**src/rtl/gcd_pkg.sv**
```systemverilog
// Shared types and constants for the subtractive-Euclid GCD engine.
package gcd_pkg;

  typedef enum logic [1:0] {
    IDLE = 2'd0,
    CALC = 2'd1,
    DONE = 2'd2
  } gcd_state_t;

  localparam int DEFAULT_WIDTH = 8;

endpackage

```
**src/rtl/gcd_engine_if.sv**
```systemverilog
// Operand/result handshake bundle for gcd_engine.
// cycles_out exists only when GCD_CYCLE_COUNT_EN is defined.
interface gcd_engine_if
  import gcd_pkg::*;
#(
  parameter int WIDTH = DEFAULT_WIDTH
);
  logic             in_valid;
  logic             in_ready;
  logic [WIDTH-1:0] a_in;
  logic [WIDTH-1:0] b_in;
  logic             out_valid;
  logic             out_ready;
  logic [WIDTH-1:0] gcd_out;
  logic             busy;
`ifdef GCD_CYCLE_COUNT_EN
  logic [WIDTH-1:0] cycles_out;
`endif

  modport master (
    output in_valid, a_in, b_in, out_ready,
    input  in_ready, out_valid, gcd_out, busy
`ifdef GCD_CYCLE_COUNT_EN
    , input cycles_out
`endif
  );

  modport slave (
    input  in_valid, a_in, b_in, out_ready,
    output in_ready, out_valid, gcd_out, busy
`ifdef GCD_CYCLE_COUNT_EN
    , output cycles_out
`endif
  );
endinterface

```
**src/rtl/gcd_datapath.sv**
```systemverilog
// Operand and result registers, subtractor and comparator for gcd_engine.
module gcd_datapath
  import gcd_pkg::*;
#(
  parameter int WIDTH = DEFAULT_WIDTH
) (
  input  logic             clk,
  input  logic             rst,
  input  logic             load,
  input  logic             sub_a,
  input  logic             sub_b,
  input  logic             latch,
  input  logic [WIDTH-1:0] a_in,
  input  logic [WIDTH-1:0] b_in,
  output logic             a_zero,
  output logic             b_zero,
  output logic             eq,
  output logic             gt,
  output logic             lt,
  output logic [WIDTH-1:0] result
);

  logic [WIDTH-1:0] a_q;
  logic [WIDTH-1:0] b_q;

  assign a_zero = (a_q == '0);
  assign b_zero = (b_q == '0);
  assign eq     = (a_q == b_q);
  assign gt     = (a_q >  b_q);
  assign lt     = (a_q <  b_q);

  // The controller only asserts sub_a when A>B and sub_b when A<B, so the
  // minuend is always the larger operand.
  always_ff @(posedge clk) begin
    if (rst) begin
      a_q    <= '0;
      b_q    <= '0;
      result <= '0;
    end else begin
      if (load) begin
        a_q <= a_in;
        b_q <= b_in;
      end else begin
        if (sub_a) a_q <= a_q - b_q;
        if (sub_b) b_q <= b_q - a_q;
      end
      if (latch) result <= a_zero ? b_q : a_q;
    end
  end

endmodule

```
**src/rtl/gcd_engine.sv**
```systemverilog
// Iterative subtractive-Euclid GCD engine with valid/ready handshakes.
// Optional compute-cycle counter enabled by defining GCD_CYCLE_COUNT_EN.
module gcd_engine
  import gcd_pkg::*;
#(
  parameter int WIDTH = DEFAULT_WIDTH
) (
  input  logic         clk,
  input  logic         rst,
  gcd_engine_if.slave  bus
);

  gcd_state_t       state;
  logic             in_ready_q;
  logic             out_valid_q;
  logic             busy_q;
  logic             a_zero, b_zero, eq, gt, lt;
  logic             load, sub_a, sub_b, latch, finish;
  logic [WIDTH-1:0] result;

  assign load   = (state == IDLE) && bus.in_valid;
  assign finish = (state == CALC) && (a_zero || b_zero || eq);
  assign latch  = finish;
  assign sub_a  = (state == CALC) && !finish && gt;
  assign sub_b  = (state == CALC) && !finish && lt;

  gcd_datapath #(.WIDTH(WIDTH)) u_dp (
    .clk    (clk),
    .rst    (rst),
    .load   (load),
    .sub_a  (sub_a),
    .sub_b  (sub_b),
    .latch  (latch),
    .a_in   (bus.a_in),
    .b_in   (bus.b_in),
    .a_zero (a_zero),
    .b_zero (b_zero),
    .eq     (eq),
    .gt     (gt),
    .lt     (lt),
    .result (result)
  );

  always_ff @(posedge clk) begin
    if (rst) begin
      state       <= IDLE;
      in_ready_q  <= 1'b1;
      out_valid_q <= 1'b0;
      busy_q      <= 1'b0;
    end else begin
      case (state)
        IDLE: if (bus.in_valid) begin
          state      <= CALC;
          in_ready_q <= 1'b0;
          busy_q     <= 1'b1;
        end
        CALC: if (finish) begin
          state       <= DONE;
          out_valid_q <= 1'b1;
        end
        DONE: if (bus.out_ready) begin
          state       <= IDLE;
          out_valid_q <= 1'b0;
          busy_q      <= 1'b0;
          in_ready_q  <= 1'b1;
        end
        default: begin
          state       <= IDLE;
          in_ready_q  <= 1'b1;
          out_valid_q <= 1'b0;
          busy_q      <= 1'b0;
        end
      endcase
    end
  end

  assign bus.in_ready  = in_ready_q;
  assign bus.out_valid = out_valid_q;
  assign bus.busy      = busy_q;
  assign bus.gcd_out   = result;

`ifdef GCD_CYCLE_COUNT_EN
  // Counts every edge spent in CALC, so the frozen value equals the latency.
  logic [WIDTH-1:0] cyc_q;

  always_ff @(posedge clk) begin
    if (rst) begin
      cyc_q <= '0;
    end else if (load) begin
      cyc_q <= '0;
    end else if (state == CALC) begin
      cyc_q <= cyc_q + WIDTH'(1);
    end
  end

  assign bus.cycles_out = cyc_q;
`endif

endmodule

```
**src/flat_wrapper.sv**
```systemverilog
// flat-port wrapper written by rule: the top's interface ports become plain ports
module gcd_engine_flat import gcd_pkg::*;
#(
  parameter int WIDTH = DEFAULT_WIDTH
)
  (clk, rst, bus_in_valid, bus_a_in, bus_b_in, bus_out_ready, bus_in_ready, bus_out_valid, bus_gcd_out, bus_busy);
  gcd_engine_if #(.WIDTH(WIDTH)) bus_i ();
  input  logic clk;
  input  logic rst;
  input wire logic [$bits(bus_i.in_valid)-1:0] bus_in_valid;
  input wire logic [$bits(bus_i.a_in)-1:0] bus_a_in;
  input wire logic [$bits(bus_i.b_in)-1:0] bus_b_in;
  input wire logic [$bits(bus_i.out_ready)-1:0] bus_out_ready;
  output wire logic [$bits(bus_i.in_ready)-1:0] bus_in_ready;
  output wire logic [$bits(bus_i.out_valid)-1:0] bus_out_valid;
  output wire logic [$bits(bus_i.gcd_out)-1:0] bus_gcd_out;
  output wire logic [$bits(bus_i.busy)-1:0] bus_busy;
  assign bus_i.in_valid = bus_in_valid;
  assign bus_i.a_in = bus_a_in;
  assign bus_i.b_in = bus_b_in;
  assign bus_i.out_ready = bus_out_ready;
  assign bus_in_ready = bus_i.in_ready;
  assign bus_out_valid = bus_i.out_valid;
  assign bus_gcd_out = bus_i.gcd_out;
  assign bus_busy = bus_i.busy;
  gcd_engine #(.WIDTH(WIDTH)) u_core (.clk(clk), .rst(rst), .bus(bus_i));
endmodule
```
**config.mk**
```make
export PLATFORM = sky130hd
export DESIGN_NAME = gcd_engine_flat
export DESIGN_NICKNAME = d
export VERILOG_FILES = /design/src/rtl/gcd_pkg.sv /design/src/rtl/gcd_engine_if.sv /design/src/rtl/gcd_datapath.sv /design/src/rtl/gcd_engine.sv /design/src/flat_wrapper.sv
export SDC_FILE = /design/constraint.sdc
export NUM_CORES = 1
export LEC_CHECK = 0
export CAP_MARGIN = 25
export CELL_PAD_IN_SITES_DETAIL_PLACEMENT = 1
export CELL_PAD_IN_SITES_GLOBAL_PLACEMENT = 1
export CORE_ASPECT_RATIO = 2
export CORE_MARGIN = 2
export CORE_UTILIZATION = 50
export DETAILED_ROUTE_END_ITERATION = 7
export DONT_BUFFER_PORTS = 1
export GPL_TIMING_DRIVEN = 0
export HOLD_SLACK_MARGIN = 0.15
export PLACE_DENSITY_LB_ADDON = 0.1
export SLEW_MARGIN = 25
export SYNTH_ARGS = -nofsm -noshare
export SYNTH_HDL_FRONTEND = slang
export SYNTH_SLANG_ARGS = --single-unit
export TNS_END_PERCENT = 1
```
**constraint.sdc**
```tcl
create_clock -name clk -period 4.7 [get_ports clk]
set_input_delay 0.235 -clock clk [delete_from_list [all_inputs] [get_ports clk]]
set_output_delay 0.235 -clock clk [all_outputs]
set_load 0.02 [all_outputs]
```
==> results of run 1 <==
-- layout make-up --
cell class	instances	area share, %
repair buffers	9	4.00
flip-flops and latches	29	25.7
plain buffers	15	4.50
clock buffers	7	4.27
inverters	17	2.83
well taps	51	2.83
multi-input cells	182	55.6
clock inverters	1	0.222
-- registers in the layout, summed over array words and instances, names as in the netlist --
signal                cells
u_core.u_dp.b_q           8
u_core.bus.busy           1
u_core.state              2
u_core.bus.out_valid      1
u_core.u_dp.a_q           8
u_core.bus.in_ready       1
u_core.u_dp.result        8
-- layer usage --
metal  vias up  wire (um)
met4         0        265
met1       904       2170
met2        41       3490
li1        899          -
met5         -          0
met3        17        165
-- worst paths after layout --
kind	startpoint	to	cells after the start
min reg2reg	u_core.u_dp.a_q[7]$_SDFFE_PP0P_	u_core.u_dp.a_q[7]$_SDFFE_PP0P_	2
max reg2reg	u_core.u_dp.a_q[0]$_SDFFE_PP0P_	u_core.u_dp.a_q[5]$_SDFFE_PP0P_	10
min	bus_b_in[3]	u_core.u_dp.b_q[3]$_SDFFE_PP0P_	2
max	u_core.u_dp.a_q[0]$_SDFFE_PP0P_	u_core.u_dp.a_q[5]$_SDFFE_PP0P_	10
-- synthesized netlist by cell type (2+ instances only) --
library cell   n  share of area [%]
a2111oi_2      5                3.8
a211oi_1      12                4.5
a21o_1         4                1.5
a21oi_1       26                6.5
a311oi_1       2               0.88
a31oi_1        4                1.3
and3_4         2                1.1
buf_2          3               0.75
buf_6          5                2.8
clkbuf_1       6                1.1
dfxtp_1       29                 29
fa_1           2                2.0
ha_1          15                9.4
inv_1         17                3.2
nand2_1       15                2.8
nand2b_1       5                1.6
nor2_1        29                5.4
nor2b_1        4                1.3
nor3_1        11                2.8
nor4_1         2               0.63
o21ai_0       10                2.5
o221ai_1       2               0.88
or4_1          4                1.5
xnor2_1        4                1.8
xor2_1         6                2.6
-- critical path, stage by stage, from the launching register on --
cell,delay (ns)
dfxtp_1,0.42
inv_1,0.07
ha_1,0.23
fa_1,0.40
nand2b_1,0.19
a21oi_1,0.37
a211oi_2,0.24
nor2_4,0.18
buf_6,0.17
nor3_1,0.07
a2111oi_2,0.34
-- power groups by stage --
stage | sequential, mW | combinational [mW] | clock [mW]
CTS | 0.476 | 1.09 | 0.231
finish | 0.479 | 1.09 | 0.227
global placement | 0.481 | 1.04 | 0
global route | 0.490 | 1.22 | 0.242
floorplan | 0.436 | 0.871 | 0
detailed placement | 0.482 | 1.08 | 0
-- logic make-up after synthesis --
logic type	count (synthesis)	share of synthesized area, %
AO/OA/AOI/OAI	73	25.4
AND/OR/NAND/NOR	82	21.5
XOR/XNOR	10	4.38
adder cells (fa/ha/maj)	17	11.4
buffers and inverters	32	8.26
flip-flops	29	29.0
-- cells in the final DEF, fill, tap and decap left out, types with 2 or more instances in the layout --
cell           Yosys  layout
a311oi_1           2       2
buf_2              3       3
a21oi_1           26      26
nor2b_1            4       4
and3_4             2       2
dlygate4sd3_1      0       9
o221ai_1           2       2
xor2_1             6       6
inv_1             17      17
a2111oi_2          5       5
fa_1               2       2
a31oi_1            4       4
nor2_1            29      29
clkbuf_8           0       7
dfxtp_1           29      29
nor3_1            11      11
a211oi_1          12      12
clkbuf_1           6       6
a21o_1             4       4
xnor2_1            4       4
nor4_1             2       2
o21ai_0           10      10
nand2_1           15      15
buf_6              5       5
or4_1              4       4
ha_1              15      15
nand2b_1           5       5
-- stage by stage --
stage	hold WS (ns)	setup slack [ns]	util, %
2_1_floorplan	0.375	2.34	-
3_3_place_gp	0.379	2.01	53.7
3_5_place_dp	0.384	1.96	53.7
4_1_cts	0.177	1.92	58.7
5_1_grt	0.179	1.70	58.7
6_report	0.178	1.91	58.7
==> summary.txt, run 1 <==
Global routing
  – Vias in the first global route: 2045
  – Largest net degree at the start of global routing: 11
  – Met3 Usage GRT: 4.47%
  – Grt total ovfl: 0
  – Met2 Resource Use GR: 57.3%
  – Initial antenna violation count: 0
  – Overall routing resource usage: approximately 29%
  – GRT busiest layer: met2
  – Met1 Use GR: 27.8%
  – First-pass GRT wire length: 10100 um

Timing
  – Setup TNS: 0 ns
  – Tmin final: ~2.8 ns
  – Crit share post-route: roughly 59%
  – Slew headroom: 40.3%
  – Worst-margin pin slew: 0.888 ns
  – Unrepaired setup endpoints after global routing: false
  – Setup violations, final: 0
  – Slew Limit Fails: 0
  – Setup Skew: 0.00386 ns
  – Max frequency: between 0.3 and 0.4 GHz
  – Final hold vios: 0

Synthesis
  – Syn_nets: 280
  – YS warnings: 0
  – Top FF cell, synth: dfxtp_1
  – Mapped cell area: 0.00200 mm^2
  – Post-Synthesis Cells: 243
  – Syn avg cell area: 8.23 um^2
  – EDFF count, synth: 0
  – Netlist cell types: 44
  – Async S/R FF share, synth: 0%
  – #FFs+latches synth: 29
  – Seq/Total Area, Yosys: 29.0%

Clock tree
  – CTS tree: built
  – Hold_buf cts: 9
  – Root buffer cell: clkbuf_8
  – CTS H-tree lvls: 2
  – Cts bufs inserted: 5
  – Clock Latency Late Sink: 0.28 ns
  – Clock slew at reported path FFs: ~0.060 ns
  – Resize count post-CTS: 0
  – # Post-CTS Setup Buffers: 0
  – Clock Path Buffers: 2
  – Clock sinks: 29

Floorplan
  – Core Area: 0.00384 mm^2
  – Die Ht: 93.4 um
  – Initial Utilization: 52.0%
  – Die width: 48.7 um
  – Die footprint: 0.00455 mm^2
  – Num rows: 32
  – I/O Pins: 31

Drt
  – Post-DR wirelength/cell: 19.6 um
  – Vias: between 1500 and 2000
  – DR pass1 iterations: 4
  – Final wirelength: 6090 um
  – Initial drt markers: 34
  – Antenna Nets Post-Route: 0
  – Number of remaining DRC errors: 0
  – DR vias/cell: 5.98

Pwr
  – Tot Pwr: 1.80 mW
  – Max VDD drop: 0.391 mV
  – Gate power share: 60.7%
  – Power Density: approximately 800 mW/mm^2
  – Clock group share of total power: about an eighth
  – Sw frac: 48.5%
  – Psw: 872 uW
  – Sequential power share: around a quarter
  – Pint: roughly 900 uW
  – Lkg Pwr: ~0.86 nW

Finish
  – Final non-filler cell total: 311
  – Layout net count: 296
  – Final instance area: 0.00225 mm^2
  – Layout cells sized above 1: 11.5%
  – Fillers: 498
  – Area taken by multi-input logic gates: about 0.0013 mm^2
  – Storage cell area: 581 um^2
  – Area grow syn2layout: 12.8%
  – Antenna cells: 0

Critical path
  – FF-to-FF setup slack: 1.91 ns
  – CP Max Fanout: 10
  – Arrival @ worst endpoint: 2.96 ns
  – Setup CP Type: reg -> reg
  – Critical Path End Type: flop
  – CP startpoint kind: flop
  – CP required: a little under 5 ns

Placed design
  – RePlAce Congestion: 0.903
  – Placed Cells: 294
  – Placed cell areas: 0.00206 mm^2
  – Dpl hpwl: 4600 um
  – IO buf count: 0

Worst hold path
  – HP Class: in -> reg

Flow run
  – MaxCap Viol Count: 0

Status
  – Status: completed
(Power assumes the default switching activity.)
==> run 2: changes to the inputs <==
--- a/config.mk
+++ b/config.mk
@@ -10,7 +10,7 @@
 export CELL_PAD_IN_SITES_GLOBAL_PLACEMENT = 1
 export CORE_ASPECT_RATIO = 2
 export CORE_MARGIN = 2
-export CORE_UTILIZATION = 50
+export CORE_UTILIZATION = 47
 export DETAILED_ROUTE_END_ITERATION = 7
 export DONT_BUFFER_PORTS = 1
 export GPL_TIMING_DRIVEN = 0
==> constraint.sdc (replaced) <==
create_clock -name clk -period 2.8 [get_ports clk]
set_input_delay 0.14 -clock clk [delete_from_list [all_inputs] [get_ports clk]]
set_output_delay 0.14 -clock clk [all_outputs]
set_load 0.02 [all_outputs]
==> summary.txt, run 2 (synthesis gave the netlist of run 1 again) <==
Status
  – Status: completed (unchanged)

Finish
  – Commonest non-fill, non-tap cell in the layout: nor2_1
  – Layout net count: 304 (was 296)
  – Antenna cells: 0 (unchanged)
  – Top Registers: u_core.u_dp.a_q: 8 flops, u_core.u_dp.b_q: 8 flops, u_core.u_dp.result: 8 flops (unchanged)
  – Layout cells sized above 1: 12.7% (was 11.5%)
  – Final instance area: 0.00233 mm^2 (was 0.00225 mm^2)
  – Commonest non-fill, non-tap cells in the layout: nor2_1, dfxtp_1, a21oi_1 (unchanged)
  – Area grow syn2layout: 16.6% (was 12.8%)

Placed design
  – Placed cell areas: 0.00206 mm^2 (about the same)
  – Dpl hpwl: 4440 um (was 4600 um)
  – IO buf count: 0 (unchanged)
  – RePlAce Congestion: 0.885 (was 0.903)

Floorplan
  – Die Ht: 96.2 um (was 93.4 um)
  – Die footprint: 0.00482 mm^2 (was 0.00455 mm^2)
  – I/O Pins: 31 (unchanged)
  – Die width: 50.1 um (was 48.7 um)
  – Core Area: 0.00409 mm^2 (was 0.00384 mm^2)
  – Initial Utilization: 48.9% (was 52.0%)
  – Num rows: 33 (was 32)

Drt
  – WL met2: 3380 um (was 3490 um)
  – WL met1: 2100 um (was 2170 um)
  – Vias: 1888 (was 1861)
  – Number of remaining DRC errors: 0 (unchanged)
  – Initial drt markers: 23 (was 34)
  – DR vias/cell: 5.90 (was 5.98)
  – DR pass1 iterations: 4 (unchanged)
  – Top Layer Used: met4 (unchanged)
  – Final wirelength: 6030 um (was 6090 um)
  – Post-DR wirelength/cell: 18.8 um (was 19.6 um)
  – Antenna Nets Post-Route: 0 (unchanged)
  – Routed wl met3: 246 um (was 165 um)

Pwr
  – Gate power share: 61.8% (was 60.7%)
  – Tot Pwr: 3.00 mW (was 1.80 mW)
  – Max VDD drop: 0.608 mV (was 0.391 mV)
  – Power Density: 1290 mW/mm^2 (was 797 mW/mm^2)
  – Psw: 1.48 mW (was 872 uW)
  – Clock group share of total power: 11.4% (was 12.7%)
  – Pint: 1.52 mW (was 924 uW)
  – Sequential power share: 26.8% (was 26.7%)
  – Sw frac: 49.3% (was 48.5%)
  – Lkg Pwr: 0.883 nW (was 0.859 nW)

Critical path
  – CP required: 2.98 ns (was 4.88 ns)
  – CP Max Fanout: 10 (unchanged)
  – Critical Path End Type: flop (unchanged)
  – Arrival @ worst endpoint: 2.90 ns (was 2.96 ns)
  – Setup CP Type: reg -> reg (unchanged)
  – CP startpoint kind: flop (unchanged)

Global routing
  – Initial antenna violation count: 0 (unchanged)
  – Overall routing resource usage: 26.9% (was 29.4%)
  – Grt total ovfl: 0 (unchanged)
  – First-pass GRT wire length: 9600 um (was 10100 um)
  – Largest net degree at the start of global routing: 11 (unchanged)
  – Vias in the first global route: 1973 (was 2045)

Clock tree
  – Clock sinks: 29 (unchanged)
  – CTS H-tree lvls: 2 (unchanged)
  – # Post-CTS Setup Buffers: 0 (unchanged)
  – Cts bufs inserted: 5 (unchanged)
  – CTS tree: built (unchanged)
  – Clock Latency Late Sink: 0.28 ns (about the same)
  – Clock Path Buffers: 2 (unchanged)
  – Root buffer cell: clkbuf_8 (unchanged)
  – Clock slew at reported path FFs: 0.07 ns (was 0.06 ns)

Timing
  – Final hold vios: 0 (unchanged)
  – Setup Skew: 0.00371 ns (was 0.00386 ns)
  – Setup violations, final: 0 (unchanged)
  – Slew Limit Fails: 0 (unchanged)
  – Tmin final: 2.72 ns (was 2.79 ns)
  – Crit share post-route: 97.0% (was 59.3%)
  – Worst-margin pin slew: 0.630 ns (was 0.888 ns)
  – Setup TNS: 0 ns (unchanged)
  – Max frequency: 0.368 GHz (was 0.359 GHz)
  – Slew headroom: 58.0% (was 40.3%)

Flow run
  – MaxCap Viol Count: 0 (unchanged)

Worst hold path
  – HP Class: in -> reg (unchanged)
## run 2: cell count changes in the layout (fill, tap and decap cells not counted), moves of 2 or more
cell           before  now
dfxtp_2             0    2
dfxtp_1            29   27
clkbuf_8            7    5
dlygate4sd3_1       9   17
## run 2: layer usage
metal	vias to the layer above	global-route usage, %
met3	20	5.28
met1	902	26.6
li1	914	-
met5	-	0
met2	52	50.4
met4	0	15.3
## run 2: critical path, stage by stage (launching register included)
cell and delay [ns]:
dfxtp_1 0.48, inv_1 0.08, ha_1 0.31, buf_6 0.14, and3_4 0.19, and3_4 0.17, or4_4 0.48, nor3_4 0.19
buf_6 0.19, nor3_2 0.05, a2111oi_2 0.32
## run 2: area by class of cell
class	instances	area (um^2)
fillers	505	1760
multi-input cells	182	1270
flip-flops and latches	29	583
repair buffers	17	170
plain buffers	15	101
clock buffers	6	72.6
well taps	52	65.1
inverters	17	63.8
clock inverters	2	10.0
## run 2: metrics by stage
| step | util, % | instances | setup slack (ns) | hold slack, ns |
|---|---|---|---|---|
| 2_1_floorplan | - | 243 | 0.439 | 0.280 |
| 3_3_place_gp | 50.5 | 295 | 0.0690 | 0.284 |
| 3_5_place_dp | 50.5 | 295 | 0.0294 | 0.293 |
| 4_1_cts | 56.8 | 320 | 0.0487 | 0.224 |
| 5_1_grt | 57.1 | 320 | -0.000832 | 0.290 |
| 6_report | 57.1 | 320 | 0.0848 | 0.224 |
## run 2: timing repair
action / 4_1_cts / 5_1_grt
endpoints found under the hold margin: 18 / 0
endpoints found under the setup margin: 1 / 5
resized for setup: 1 / 4
hold buffers: 17 / 0
## run 2: final timing paths
check	startpoint	to	slack, ns	cells after the start
max	u_core.u_dp.a_q[5]$_SDFFE_PP0P_	u_core.u_dp.b_q[3]$_SDFFE_PP0P_	0.08	10
min	bus_in_valid	u_core.bus.in_ready$_SDFFE_PP1P_	0.22	3
max reg2reg	u_core.u_dp.a_q[5]$_SDFFE_PP0P_	u_core.u_dp.b_q[3]$_SDFFE_PP0P_	0.08	10
min reg2reg	u_core.u_dp.a_q[7]$_SDFFE_PP0P_	u_core.u_dp.a_q[7]$_SDFFE_PP0P_	0.55	2
## run 2: power by group through the flow
stage | registers, mW | logic [mW] | clock network, mW
3_3_place_gp | 0.810 | 1.76 | 0
4_1_cts | 0.803 | 1.85 | 0.345
6_report | 0.806 | 1.86 | 0.341
2_1_floorplan | 0.732 | 1.46 | 0
5_1_grt | 0.826 | 2.07 | 0.357
3_5_place_dp | 0.812 | 1.79 | 0
==> run 3: changes to the inputs <==
==> constraint.sdc (replaced) <==
create_clock -name clk -period 2.8 [get_ports clk]
set_input_delay 0.28 -clock clk [delete_from_list [all_inputs] [get_ports clk]]
set_output_delay 0.28 -clock clk [all_outputs]
set_load 0.02 [all_outputs]
==> summary.txt, run 3 (synthesis gave the netlist of run 1 again) <==
Critical path
  – Kind of cell adding the most delay to the critical path: simple AND/OR/NAND/NOR gates (unchanged)
  – FF-to-FF Start: u_core.u_dp.a_q[2]$_SDFFE_PP0P_ (was u_core.u_dp.a_q[5]$_SDFFE_PP0P_)
  – Arrival @ worst endpoint: 2.88 ns (was 2.90 ns)
  – FF-to-FF setup slack: 0.11 ns (was 0.08 ns)
  – Setup CP Type: reg -> reg (unchanged)
  – CP required: 2.99 ns (was 2.98 ns)
  – CP startpoint kind: flop (unchanged)
  – Critical Path End Type: flop (unchanged)
  – Max incr delay on CP: 0.48 ns (about the same)
  – CP Max Fanout: 10 (unchanged)
  – Max stage delay cell, worst path: or4_4 (was dfxtp_1)
  – Cells along the critical path: inv_1, ha_1, and4_1, and3_4, or4_4, nor3_4, buf_6, nor3_2, a2111oi_2 (was inv_1, ha_1, buf_6, and3_4, and3_4, or4_4, nor3_4, buf_6, nor3_2, a2111oi_2)
  – Crit Reg-Reg Endpoint: u_core.u_dp.b_q[3]$_SDFFE_PP0P_ (unchanged)
  – CP Buf/Inv Count: 2 (was 3)
  – R2R cell count: 9 (was 10)

Clock tree
  – Clock Latency Late Sink: 0.28 ns (about the same)
  – Clock slew at reported path FFs: 0.07 ns (about the same)
  – CTS H-tree lvls: 2 (unchanged)
  – Root buffer cell: clkbuf_8 (unchanged)
  – Clock Path Buffers: 2 (unchanged)
  – Cts bufs inserted: 5 (unchanged)
  – CTS tree: built (unchanged)
  – Clock sinks: 29 (unchanged)

Finish
  – Antenna cells: 0 (unchanged)
  – Top Registers: u_core.u_dp.a_q: 8 flops, u_core.u_dp.b_q: 8 flops, u_core.u_dp.result: 8 flops (unchanged)
  – Fillers: 515 (was 505)
  – Final instance area: 0.00220 mm^2 (was 0.00233 mm^2)
  – Area grow syn2layout: 10.0% (was 16.6%)
  – Layout cells sized above 1: 12.9% (was 12.7%)
  – Final core occ: 53.8% (was 57.1%)
  – Final non-filler cell total: 307 (was 320)
  – Commonest non-fill, non-tap cells in the layout: nor2_1, dfxtp_1, a21oi_1 (unchanged)
  – Layout net count: 291 (was 304)
  – Commonest non-fill, non-tap cell in the layout: nor2_1 (unchanged)

Placed design
  – Placed Cells: 295 (unchanged)
  – RePlAce Congestion: 0.885 (unchanged)
  – Dpl hpwl: 4440 um (unchanged)
  – Placed cell areas: 0.00206 mm^2 (unchanged)
  – IO buf count: 0 (unchanged)
  – Worst slack, placed: 0.0294 ns (unchanged)

Global routing
  – Grt total ovfl: 0 (unchanged)
  – Initial antenna violation count: 0 (unchanged)
  – Overall routing resource usage: 26.3% (was 26.9%)
  – Vias in the first global route: 1907 (was 1973)
  – First-pass GRT wire length: 9370 um (was 9600 um)
  – Largest net degree at the start of global routing: 11 (unchanged)

Timing
  – Slew Limit Fails: 0 (unchanged)
  – Setup violations, final: 0 (unchanged)
  – Tmin final: 2.69 ns (was 2.72 ns)
  – WHS: 0.152 ns (was 0.224 ns)
  – Smallest setup slack after layout: 0.110 ns (was 0.0848 ns)
  – Worst-margin pin slew: 0.625 ns (was 0.630 ns)
  – Max frequency: 0.372 GHz (was 0.368 GHz)
  – Slew headroom: 58.3% (was 58.0%)
  – Final hold vios: 0 (unchanged)
  – Setup Skew: 0.00338 ns (was 0.00371 ns)
  – Setup TNS: 0 ns (unchanged)
  – Crit share post-route: 96.1% (was 97.0%)
  – Unrepaired setup endpoints after global routing: false

Floorplan
  – Num rows: 33 (unchanged)
  – I/O Pins: 31 (unchanged)
  – Die Ht: 96.2 um (unchanged)
  – Initial Utilization: 48.9% (unchanged)
  – Core Area: 0.00409 mm^2 (unchanged)
  – Die footprint: 0.00482 mm^2 (unchanged)
  – Die width: 50.1 um (unchanged)

Pwr
  – Tot Pwr: 2.98 mW (was 3.00 mW)
  – Power Density: 1350 mW/mm^2 (was 1290 mW/mm^2)
  – Lkg Pwr: 0.830 nW (was 0.883 nW)
  – Max VDD drop: 0.610 mV (was 0.608 mV)

Drt
  – Antenna Nets Post-Route: 0 (unchanged)
  – Initial drt markers: 20 (was 23)
  – Post-DR wirelength/cell: 19.1 um (was 18.8 um)
  – Number of remaining DRC errors: 0 (unchanged)
  – Vias: 1824 (was 1888)
  – Final wirelength: 5870 um (was 6030 um)
  – DR pass1 iterations: 4 (unchanged)
  – DR vias/cell: 5.94 (was 5.90)

Worst hold path
  – HP Class: in -> reg (unchanged)
  – Hold path depth: 2 (was 3)
  – Worst Hold End: u_core.u_dp.a_q[7]$_SDFFE_PP0P_ (was u_core.bus.in_ready$_SDFFE_PP1P_)
  – Hold path start: bus_a_in[7] (was bus_in_valid)

Status
  – Status: completed (unchanged)

Flow run
  – MaxCap Viol Count: 0 (unchanged)
[run 3: per-layer routing]
metal  vias to the layer above  global-route usage, %  routed length (um)
li1                        890                      -                   -
met1                       874                   26.8                2120
met4                         0                   11.6                 204
met2                        46                   50.8                3380
met3                        14                   4.35                 168
met5                         -                      0                   0
[run 3: worst max path at each step]
stage | startpoint | to | slack, ns | depth (start not counted)
floorplan | u_core.u_dp.a_q[5]$_SDFFE_PP0P_ | u_core.u_dp.b_q[3]$_SDFFE_PP0P_ | 0.44 | 10
global placement | u_core.u_dp.a_q[4]$_SDFFE_PP0P_ | u_core.u_dp.b_q[7]$_SDFFE_PP0P_ | 0.07 | 9
detailed placement | u_core.u_dp.a_q[4]$_SDFFE_PP0P_ | u_core.u_dp.b_q[7]$_SDFFE_PP0P_ | 0.03 | 8
CTS | u_core.u_dp.a_q[4]$_SDFFE_PP0P_ | u_core.u_dp.b_q[3]$_SDFFE_PP0P_ | 0.05 | 10
global route | u_core.u_dp.a_q[2]$_SDFFE_PP0P_ | u_core.u_dp.b_q[3]$_SDFFE_PP0P_ | 0.001 | 9
finish | u_core.u_dp.a_q[2]$_SDFFE_PP0P_ | u_core.u_dp.b_q[3]$_SDFFE_PP0P_ | 0.11 | 9
[run 3: layout make-up]
class | instances | area, um^2 | share of cell area, %
multi-input combinational | 182 | 1260 | 57.5
sequential | 29 | 583 | 26.5
tap | 52 | 65.1 | 2.96
inverter | 17 | 63.8 | 2.90
clock inverter | 2 | 10.0 | 0.455
clock buffer | 6 | 72.6 | 3.30
timing repair buffer | 4 | 40.0 | 1.82
buffer | 15 | 101 | 4.61
[run 3: what timing repair did]
item	in CTS	in global routing
hold buffers	4	0
endpoints found under the setup margin	1	5
pin swaps	0	0
resized for setup	1	3
buffers inserted	0	0
endpoints found under the hold margin	4	0
[run 3: power by group]
| group | internal [mW] | leakage [nW] | switching (mW) |
|---|---|---|---|
| logic | 0.780 | 0.546 | 1.05 |
| registers | 0.554 | 0.240 | 0.250 |
| clock network | 0.172 | 0.0450 | 0.171 |
| total | 1.51 | 0.830 | 1.47 |
